### src/rtl/decode_stage.sv
// RV32I/RV64I decode stage: combinational decode of the fetched word feeding a
// 2-entry skid buffer, so the upstream ready can be a flop without losing
// throughput.
//
// state | meaning
// EMPTY | no bundle held, out_valid_o low
// ONE   | head entry holds the oldest bundle
// TWO   | head and tail both hold bundles, input is stalled
module decode_stage #(
    parameter int XLEN      = 32,
    parameter int PC_WIDTH  = 32,
    parameter int SUPPORT_M = 1
) (
    input  logic                clk_i,
    input  logic                rst_i,
    input  logic                flush_i,
    input  logic                in_valid_i,
    output logic                in_ready_o,
    input  logic [31:0]         in_instr_i,
    input  logic [PC_WIDTH-1:0] in_pc_i,
    output logic                out_valid_o,
    input  logic                out_ready_i,
    output logic [PC_WIDTH-1:0] out_pc_o,
    output logic [6:0]          out_opcode_o,
    output logic [4:0]          out_rd_o,
    output logic [4:0]          out_rs1_o,
    output logic [4:0]          out_rs2_o,
    output logic [XLEN-1:0]     out_imm_o,
    output logic [3:0]          out_alu_op_o,
    output logic                out_muldiv_o,
    output logic                out_rd_we_o,
    output logic                out_mem_rd_o,
    output logic                out_mem_wr_o,
    output logic [1:0]          out_mem_size_o,
    output logic                out_mem_unsigned_o,
    output logic                out_branch_o,
    output logic                out_jump_o,
    output logic                out_illegal_o
);

    localparam logic [6:0] OPC_LOAD     = 7'b0000011;
    localparam logic [6:0] OPC_MISC_MEM = 7'b0001111;
    localparam logic [6:0] OPC_OP_IMM   = 7'b0010011;
    localparam logic [6:0] OPC_AUIPC    = 7'b0010111;
    localparam logic [6:0] OPC_STORE    = 7'b0100011;
    localparam logic [6:0] OPC_OP       = 7'b0110011;
    localparam logic [6:0] OPC_LUI      = 7'b0110111;
    localparam logic [6:0] OPC_BRANCH   = 7'b1100011;
    localparam logic [6:0] OPC_JALR     = 7'b1100111;
    localparam logic [6:0] OPC_JAL      = 7'b1101111;
    localparam logic [6:0] OPC_SYSTEM   = 7'b1110011;

    typedef struct packed {
        logic [PC_WIDTH-1:0] pc;
        logic [6:0]          opcode;
        logic [4:0]          rd;
        logic [4:0]          rs1;
        logic [4:0]          rs2;
        logic [XLEN-1:0]     imm;
        logic [3:0]          alu_op;
        logic                muldiv;
        logic                rd_we;
        logic                mem_rd;
        logic                mem_wr;
        logic [1:0]          mem_size;
        logic                mem_unsigned;
        logic                branch;
        logic                jump;
        logic                illegal;
    } bundle_t;

    typedef enum logic [1:0] {
        EMPTY = 2'd0,
        ONE   = 2'd1,
        TWO   = 2'd2
    } state_t;

    state_t  state;
    state_t  next_state;
    logic    ready_q;
    bundle_t dec;
    bundle_t head;
    bundle_t tail;
    logic    accept;
    logic    pop;
    logic    load_head;
    logic    load_tail;
    logic    head_from_tail;
    logic    illegal;

    logic [6:0]  opcode;
    logic [2:0]  funct3;
    logic [6:0]  funct7;
    logic [4:0]  rd;
    logic [4:0]  rs1;
    logic [4:0]  rs2;
    logic [31:0] imm_i;
    logic [31:0] imm_s;
    logic [31:0] imm_b;
    logic [31:0] imm_u;
    logic [31:0] imm_j;
    logic [6:0]  shift_hi;
    logic signed [31:0] imm32;

    assign opcode = in_instr_i[6:0];
    assign rd     = in_instr_i[11:7];
    assign funct3 = in_instr_i[14:12];
    assign rs1    = in_instr_i[19:15];
    assign rs2    = in_instr_i[24:20];
    assign funct7 = in_instr_i[31:25];

    assign imm_i = {{20{in_instr_i[31]}}, in_instr_i[31:20]};
    assign imm_s = {{20{in_instr_i[31]}}, in_instr_i[31:25], in_instr_i[11:7]};
    assign imm_b = {{19{in_instr_i[31]}}, in_instr_i[31], in_instr_i[7],
                    in_instr_i[30:25], in_instr_i[11:8], 1'b0};
    assign imm_u = {in_instr_i[31:12], 12'b0};
    assign imm_j = {{11{in_instr_i[31]}}, in_instr_i[31], in_instr_i[19:12],
                    in_instr_i[20], in_instr_i[30:21], 1'b0};

    // RV64 shift amounts take one more bit, so only instr[31:26] must be clean.
    assign shift_hi = (XLEN == 64) ? {in_instr_i[31:26], 1'b0} : in_instr_i[31:25];

    // Decode the incoming word into a bundle; illegal words keep their fields
    // but lose every side effect.
    always_comb begin
        dec        = '0;
        imm32      = '0;
        illegal    = 1'b0;
        dec.pc     = in_pc_i;
        dec.opcode = opcode;
        if (in_instr_i[1:0] != 2'b11) begin
            illegal = 1'b1;
        end else begin
            case (opcode)
                OPC_LOAD: begin
                    dec.rd           = rd;
                    dec.rs1          = rs1;
                    imm32            = imm_i;
                    dec.mem_rd       = 1'b1;
                    dec.mem_size     = funct3[1:0];
                    dec.mem_unsigned = funct3[2];
                    if (funct3 == 3'b111 ||
                        (XLEN == 32 && (funct3 == 3'b011 || funct3 == 3'b110)))
                        illegal = 1'b1;
                end
                OPC_MISC_MEM: begin
                    // FENCE is a NOP here: no registers, no side effects.
                end
                OPC_OP_IMM: begin
                    dec.rd     = rd;
                    dec.rs1    = rs1;
                    imm32      = imm_i;
                    dec.alu_op = {1'b0, funct3};
                    if (funct3 == 3'b001 || funct3 == 3'b101) begin
                        if (funct3 == 3'b101)
                            dec.alu_op[3] = in_instr_i[30];
                        if (!(shift_hi == 7'b0000000 ||
                              (funct3 == 3'b101 && shift_hi == 7'b0100000)))
                            illegal = 1'b1;
                    end
                end
                OPC_AUIPC, OPC_LUI: begin
                    dec.rd = rd;
                    imm32  = imm_u;
                end
                OPC_STORE: begin
                    dec.rs1      = rs1;
                    dec.rs2      = rs2;
                    imm32        = imm_s;
                    dec.mem_wr   = 1'b1;
                    dec.mem_size = funct3[1:0];
                    if (funct3[2] || (XLEN == 32 && funct3 == 3'b011))
                        illegal = 1'b1;
                end
                OPC_OP: begin
                    dec.rd     = rd;
                    dec.rs1    = rs1;
                    dec.rs2    = rs2;
                    dec.alu_op = {funct7[5], funct3};
                    if (funct7 == 7'b0000001 && SUPPORT_M != 0) begin
                        dec.muldiv = 1'b1;
                    end else if (funct7 == 7'b0100000) begin
                        if (funct3 != 3'b000 && funct3 != 3'b101)
                            illegal = 1'b1;
                    end else if (funct7 != 7'b0000000) begin
                        illegal = 1'b1;
                    end
                end
                OPC_BRANCH: begin
                    dec.rs1    = rs1;
                    dec.rs2    = rs2;
                    imm32      = imm_b;
                    dec.alu_op = {1'b0, funct3};
                    dec.branch = 1'b1;
                    if (funct3[2:1] == 2'b01)
                        illegal = 1'b1;
                end
                OPC_JALR: begin
                    dec.rd   = rd;
                    dec.rs1  = rs1;
                    imm32    = imm_i;
                    dec.jump = 1'b1;
                    if (funct3 != 3'b000)
                        illegal = 1'b1;
                end
                OPC_JAL: begin
                    dec.rd   = rd;
                    imm32    = imm_j;
                    dec.jump = 1'b1;
                end
                OPC_SYSTEM: begin
                    // Only ECALL and EBREAK are accepted, both as side-effect free.
                    if (in_instr_i != 32'h0000_0073 && in_instr_i != 32'h0010_0073)
                        illegal = 1'b1;
                end
                default: illegal = 1'b1;
            endcase
        end
        dec.imm     = XLEN'(imm32);
        dec.illegal = illegal;
        dec.rd_we   = (dec.rd != 5'd0) && !illegal;
        if (illegal) begin
            dec.mem_rd = 1'b0;
            dec.mem_wr = 1'b0;
            dec.branch = 1'b0;
            dec.jump   = 1'b0;
            dec.muldiv = 1'b0;
        end
    end

    assign accept = in_valid_i && ready_q;
    assign pop    = (state != EMPTY) && out_ready_i;

    // Skid-buffer next state and entry load controls; flush overrides all.
    always_comb begin
        next_state     = state;
        load_head      = 1'b0;
        load_tail      = 1'b0;
        head_from_tail = 1'b0;
        case (state)
            EMPTY: begin
                if (accept) begin
                    next_state = ONE;
                    load_head  = 1'b1;
                end
            end
            ONE: begin
                if (accept && pop) begin
                    load_head = 1'b1;
                end else if (accept) begin
                    next_state = TWO;
                    load_tail  = 1'b1;
                end else if (pop) begin
                    next_state = EMPTY;
                end
            end
            TWO: begin
                if (pop) begin
                    next_state     = ONE;
                    head_from_tail = 1'b1;
                end
            end
            default: next_state = EMPTY;
        endcase
        if (flush_i) begin
            next_state     = EMPTY;
            load_head      = 1'b0;
            load_tail      = 1'b0;
            head_from_tail = 1'b0;
        end
    end

    // State register; ready is held low for as long as reset is asserted.
    always_ff @(posedge clk_i) begin
        if (rst_i) begin
            state   <= EMPTY;
            ready_q <= 1'b0;
        end else begin
            state   <= next_state;
            ready_q <= (next_state != TWO);
        end
    end

    // Buffer entries; the tail only ever moves into the head, keeping FIFO order.
    always_ff @(posedge clk_i) begin
        if (rst_i) begin
            head <= '0;
            tail <= '0;
        end else begin
            if (load_head)
                head <= dec;
            else if (head_from_tail)
                head <= tail;
            if (load_tail)
                tail <= dec;
        end
    end

    assign in_ready_o         = ready_q;
    assign out_valid_o        = (state != EMPTY);
    assign out_pc_o           = head.pc;
    assign out_opcode_o       = head.opcode;
    assign out_rd_o           = head.rd;
    assign out_rs1_o          = head.rs1;
    assign out_rs2_o          = head.rs2;
    assign out_imm_o          = head.imm;
    assign out_alu_op_o       = head.alu_op;
    assign out_muldiv_o       = head.muldiv;
    assign out_rd_we_o        = head.rd_we;
    assign out_mem_rd_o       = head.mem_rd;
    assign out_mem_wr_o       = head.mem_wr;
    assign out_mem_size_o     = head.mem_size;
    assign out_mem_unsigned_o = head.mem_unsigned;
    assign out_branch_o       = head.branch;
    assign out_jump_o         = head.jump;
    assign out_illegal_o      = head.illegal;

endmodule

### config.mk
export PLATFORM = sky130hd
export DESIGN_NAME = decode_stage
export DESIGN_NICKNAME = d
export VERILOG_FILES = /design/src/rtl/decode_stage.sv
export SDC_FILE = /design/constraint.sdc
export NUM_CORES = 1
export LEC_CHECK = 0
export CAP_MARGIN = 0
export CORE_MARGIN = 2
export CORE_UTILIZATION = 34
export CTS_CLUSTER_SIZE = 14
export DETAILED_ROUTE_END_ITERATION = 10
export PLACE_DENSITY = 0.67
export REMOVE_ABC_BUFFERS = 1
export SYNTH_ARGS = -nofsm -noshare
export SYNTH_HDL_FRONTEND = slang
export SYNTH_SLANG_ARGS = --single-unit
### constraint.sdc
create_clock -name clk_i -period 2.35 [get_ports clk_i]
set_input_delay 0.235 -clock clk_i [delete_from_list [all_inputs] [get_ports clk_i]]
set_output_delay 0.235 -clock clk_i [all_outputs]
set_load 0.02 [all_outputs]
; Word-level counts from Yosys, hierarchy flattened
; Index checks and enable logic that the tools add are counted.
[op_classes]
eq_ne = 26
mux = 54
reduce_logical = 28
[op_table]
columns = op, n
row1 = $mux 100, 2
row2 = $pmux 32 s5, 1
row3 = $mux 32, 1
row4 = $ne 32x21->1 const B, 1
row5 = $ne 32x7->1 const B, 1
row6 = $mux 1, 31
row7 = $eq 7x6->1 const B, 4
row8 = $eq 7x7->1 const B, 4
row9 = $mux 5, 4
row10 = $mux 2, 9
row11 = $mux 15, 1
row12 = $eq 7x5->1 const B, 2
row13 = $pmux 4 s3, 1
row14 = $eq 3x3->1 const B, 3
row15 = $pmux 1 s8, 1
row16 = $eq 7x1->1 const B, 1
row17 = $eq 7x2->1 const B, 1
row18 = $eq 7x4->1 const B, 1
row19 = $logic_and 1x1->1, 7
row20 = $logic_not 7->1, 1
row21 = $mux 7, 1
row22 = $reduce_bool 7->1, 1
row23 = $reduce_or 7->1, 1
row24 = $pmux 2 s3, 1
row25 = other kinds (17), 27
[totals]
reg_bits = 203
in_bits = 69
out_inout_bits = 102
elab_cells = 142

; Depth between registers and ports, before layout
; Gate-level depths: netlist of run 1.
[depth]
ltp_word = 10
mapped_depth = 8

; Worst setup path after synthesis of run 1
; OpenSTA, ideal clock, no wires.
[synth_timing]
kind = in2reg
startpoint = input port in_instr_i[27]
endpoint = register tail[0] in the netlist's numbering
setup_ns = 0.119
t_arrival_ns = 1.586
required_ns = 2.231
path_slack_ns = 0.645
path_stages = 5
path_buffers = 0
path_cell_list = or4_4 or2_4 a32oi_4 nand3_1 o221a_1
[synth_via]
elab_chain_cells = 7
word_cells_on_any_way = 17
classes_between = eq/ne: 4 / mux: 8 / reduce/logical: 5
[synth_rtl]
columns = element, line
row1 = from (decl), 19  ; input logic [31:0] in_instr_i,
row2 = $eq 7x6->1, "158, 182"
row3 = $logic_and 1x1->1, 158  ; (funct3 == 3'b101 && shift_hi == 7'b0100000)))
row4 = $logic_or 1x1->1, 157  ; if (!(shift_hi == 7'b0000000 ||
row5 = $mux 1, 157
row6 = $mux 1, 154  ; if (funct3 == 3'b001 || funct3 == 3'b101) begin
row7 = $pmux 1 s8 (*), 134  ; case (opcode)
row8 = $mux 1 (*), 131  ; if (in_instr_i[1:0] != 2'b11) begin
row9 = to (signal assigned), 288  ; tail <= '0;
row10 = to (signal assigned), 295  ; tail <= dec;
row11 = to (decl), 83  ; bundle_t tail;
; Every way passes the cells marked *; elsewhere a longest branch is shown, timed or not.
; A chain may end at the register's enable or synchronous reset.

; Final worst setup path of run 1
[layout_timing]
startpoint = register state[0]
endpoint = register tail[32] in the netlist's numbering
[layout_via]
elab_chain_cells = 6
word_cells_on_any_way = 7
classes_between = eq/ne: 1 / mux: 3 / reduce/logical: 3
[layout_rtl]
columns = element, line
row1 = from (decl), 78  ; state_t state;
row2 = from (signal assigned), 279  ; state <= next_state;
row3 = $reduce_bool 2->1, 232  ; assign pop = (state != EMPTY) && out_ready_i;
row4 = $logic_and 1x1->1, 232
row5 = $logic_and 1x1->1, 248  ; if (accept && pop) begin
row6 = $mux 1, 248
row7 = $mux 1 (*), 240  ; case (state)
row8 = $mux 1 (*), 265  ; if (flush_i) begin
; Marks and branches as above.

==> metrics, run 1 <==
power per cell area=about 660 nW/um2; startpoint types=flop; share of the synthesized area in the top cell type=46.25%; RSZ-0062 raised after global routing=no; grt ovf=0; clk_lat worst skew=0.51 ns; GP Congestion=between 0.8 and 0.9; die boundary width=approximately 160 um; switching power total=a little under 2 mW; ratio of cells with drive above 1 in the final layout=10.39%; DRT Wirelength=around 26,000 um; Synth area leader=dfxtp_1; gr usage total=19.01%; I/O Buffers=170; Rows=58; first-iteration detailed-routing DRC count=701; Min Clock Period, post-route=around 2.1 ns; hold_buf cts=0; Worst R2R Path Depth=5; Clock Skews=~0.0088 ns; Lkg Pwr=3.931 nW; DP Worst Slack=0.001596 ns; sequential power share=45.4%; Syn Inst Count=1,009; Max Freq=~470 MHz; status=finished clean; Critical Path RT=2.78 ns; Worst EP arrival=2.57 ns; synth-to-layout area growth=35.70%; htree depth=1; TritonCTS Buffers=23; Clk pin slew, worst setup/hold paths=0.06 ns; clk buf depth=3; nets=1,247; clock network power share=43.8%; Slew HR=59.50%; share of power burned in combinational logic=10.9%; Worst Tran Pin Value=0.6053 ns; IO Pins=around 170; commonest non-fill, non-tap cell in the layout=dfxtp_1; yosys warns=0; Slew Limit Fails=0; final hold vios=0; R2R Path End=tail[32]$_SDFFE_PP0P_; worst hold slack=0.1272 ns; register bit total from synthesis=203; Sw Share=around a quarter; Worst R2R Start=state[0]$_SDFF_PP0_; Clock Tree Root=clkbuf_16; DP HPWL=around 18,000 um; top cells by area, synth=dfxtp_1 46%, a211oi_1 9.8%, mux2i_1 9.3%; antenna violations before repair=0; post-synthesis sequential area ratio=46.25%; Initial Util=34.79%; post-route ant nets=0; hold crit path type=in -> reg; hold path cells=2; worst hold endpoint=tail[52]$_SDFFE_PP0P_; final worst slack=0.2111 ns; largest net degree at the start of global routing=74; height of the die=around 160 um; core area=between 20,000 and 30,000 um2; Worst R2R Setup Slack=between 0.2 and 0.25 ns; Avg Cell Area, Syn=between 8 and 9 um2; FILL cells=2,417; DR vias/cell=5.264; VDD IR max=0.0004899 V; ys flop type=dfxtp_1; Final setup viols=0; die footprint=~27,000 um2; DRC viols=0; CP Capture Type=flop; postcts setup bufs=0; CTS tree=yes; Vias=8,022; HP Start=rst_i; Crit Path Class=reg -> reg; part of the cycle the worst path needs=91.02%; PostCTS Resize Cnt=0; first-pass GRT wire length=41,710 um; Yosys cell types=59; CTS sink count=~200; Async SR Flop Fraction=0%; P_int=approximately 5.9 mW; total of max-cap violations=0; Max FO, Critical Path=20; Wirelength per Cell=between 15 and 20 um; commonest cells after routing, fill and taps aside=203 x dfxtp_1, 169 x clkdlybuf4s50_1, 138 x nand2_1, 123 x a21oi_1, 115 x a211oi_1; Post-synth EDFFs=0; 1st-pass router iterations=5; vias in the first global route=roughly 7,700; number of diodes=0; Synth Cell Area=approximately 8800 um2
[through the flow]
stage	cells	total power [mW]	setup TNS (ns)	utilization [%]	cell area [um2]
3_5_place_dp	1483	4.507	0	44.38	11210
2_1_floorplan	914	3.969	-1353.90	-	8371
5_1_grt	1524	8.199	0	47.22	11920
3_3_place_gp	1483	4.504	0	44.38	11210
6_report	1524	7.884	0	47.22	11920
4_1_cts	1524	7.967	0	47.22	11920
[Yosys cell counts, types with 3 or more instances]
master	count
inv_1	3
a41oi_1	3
dfxtp_1	203
a22oi_1	5
buf_1	3
mux2_2	4
a31oi_1	9
nand4_1	7
o2111ai_1	3
nor3_1	6
a21oi_1	123
nor2_1	87
nor2b_1	23
a211oi_1	115
nor4_1	3
and2_1	3
clkbuf_1	62
mux2i_1	82
nand3_1	29
nand2_1	139
buf_4	9
buf_2	21
o21ai_0	14
a221oi_1	8
nand2b_1	4
[area by class of cell]
| class | instances | area (um2) | share of cell area [%] |
|---|---|---|---|
| flip-flops and latches | 203 | 4064 | 34.08 |
| repair buffers | 239 | 2384 | 19.99 |
| multi-input cells | 708 | 4337 | 36.37 |
| well taps | 330 | 412.9 | 3.463 |
| clock buffers | 34 | 646.9 | 5.425 |
| clock inverters | 7 | 68.82 | 0.5771 |
| inverters | 3 | 11.26 | 0.09444 |
[routing by layer]
| layer | vias to the layer above | track usage [%] | wire, um | share of wire (%) |
|---|---|---|---|---|
| met3 | 35 | 3.943 | 1667 | 6.4 |
| met2 | 233 | 30.70 | 11930 | 46 |
| met5 | - | 0 | 0 | 0 |
| met1 | 3782 | 26.11 | 12070 | 46 |
| met4 | 0 | 4.387 | 508 | 1.9 |
| li1 | 3972 | - | - | - |
[logic make-up (layout without fill, tap and decap cells)]
| logic type | count (synthesis) | in the layout | synth area share [%] |
|---|---|---|---|
| AO/OA/AOI/OAI | 300 | 300 | 22.38 |
| buffers and inverters | 98 | 283 | 4.870 |
| flip-flops | 203 | 203 | 46.25 |
| multiplexers | 86 | 86 | 9.853 |
| AND/OR/NAND/NOR | 322 | 322 | 16.65 |
[flip-flops by register name (all words and copies together) (netlist names)]
register            cells
in_ready_o              1
out_alu_op_o            4
out_pc_o               32
out_mem_rd_o            1
out_imm_o              32
out_rd_o                5
out_illegal_o           1
out_muldiv_o            1
out_rs2_o               5
out_mem_size_o          2
out_opcode_o            7
out_jump_o              1
out_branch_o            1
tail                  100
out_rd_we_o             1
state                   2
out_mem_unsigned_o      1
out_rs1_o               5
out_mem_wr_o            1
[worst max path at each step]
stage / startpoint / end / slack, ns / depth (start not counted)
2_1_floorplan: state[1]$_SDFF_PP0_ / out_jump_o$_SDFFE_PP0P_ / -13.43 / 4
3_3_place_gp: in_instr_i[17] / tail[0]$_SDFFE_PP0P_ / 0.05 / 7
3_5_place_dp: in_instr_i[4] / out_imm_o[12]$_SDFFE_PP0P_ / 0.002 / 6
4_1_cts: state[0]$_SDFF_PP0_ / tail[32]$_SDFFE_PP0P_ / 0.24 / 5
5_1_grt: state[0]$_SDFF_PP0_ / tail[32]$_SDFFE_PP0P_ / 0.07 / 5
6_report: state[0]$_SDFF_PP0_ / tail[32]$_SDFFE_PP0P_ / 0.21 / 5
[critical path: stages (launching register included)]
cell	delay, ns
dfxtp_1	0.45
nor2b_1	0.54
and2_4	0.42
buf_4	0.30
o21ai_0	0.15
a21oi_1	0.20
[power groups by stage]
stage	Combinational (mW)	Sequential (mW)	Clock (mW)
floorplan	0.231	3.74	0
global placement	0.850	3.65	0
detailed placement	0.855	3.65	0
CTS	0.859	3.58	3.53
global route	0.921	3.59	3.69
finish	0.856	3.58	3.45
Power figures use the tool's default switching activity.
==> run 2: changes to the inputs <==
--- a/config.mk
+++ b/config.mk
@@ -15,3 +15,4 @@
 export SYNTH_ARGS = -nofsm -noshare
 export SYNTH_HDL_FRONTEND = slang
 export SYNTH_SLANG_ARGS = --single-unit
+export TNS_END_PERCENT = 100
==> results of run 2 <==
The final DEF is identical to that of run 1; final timing and power are the same.
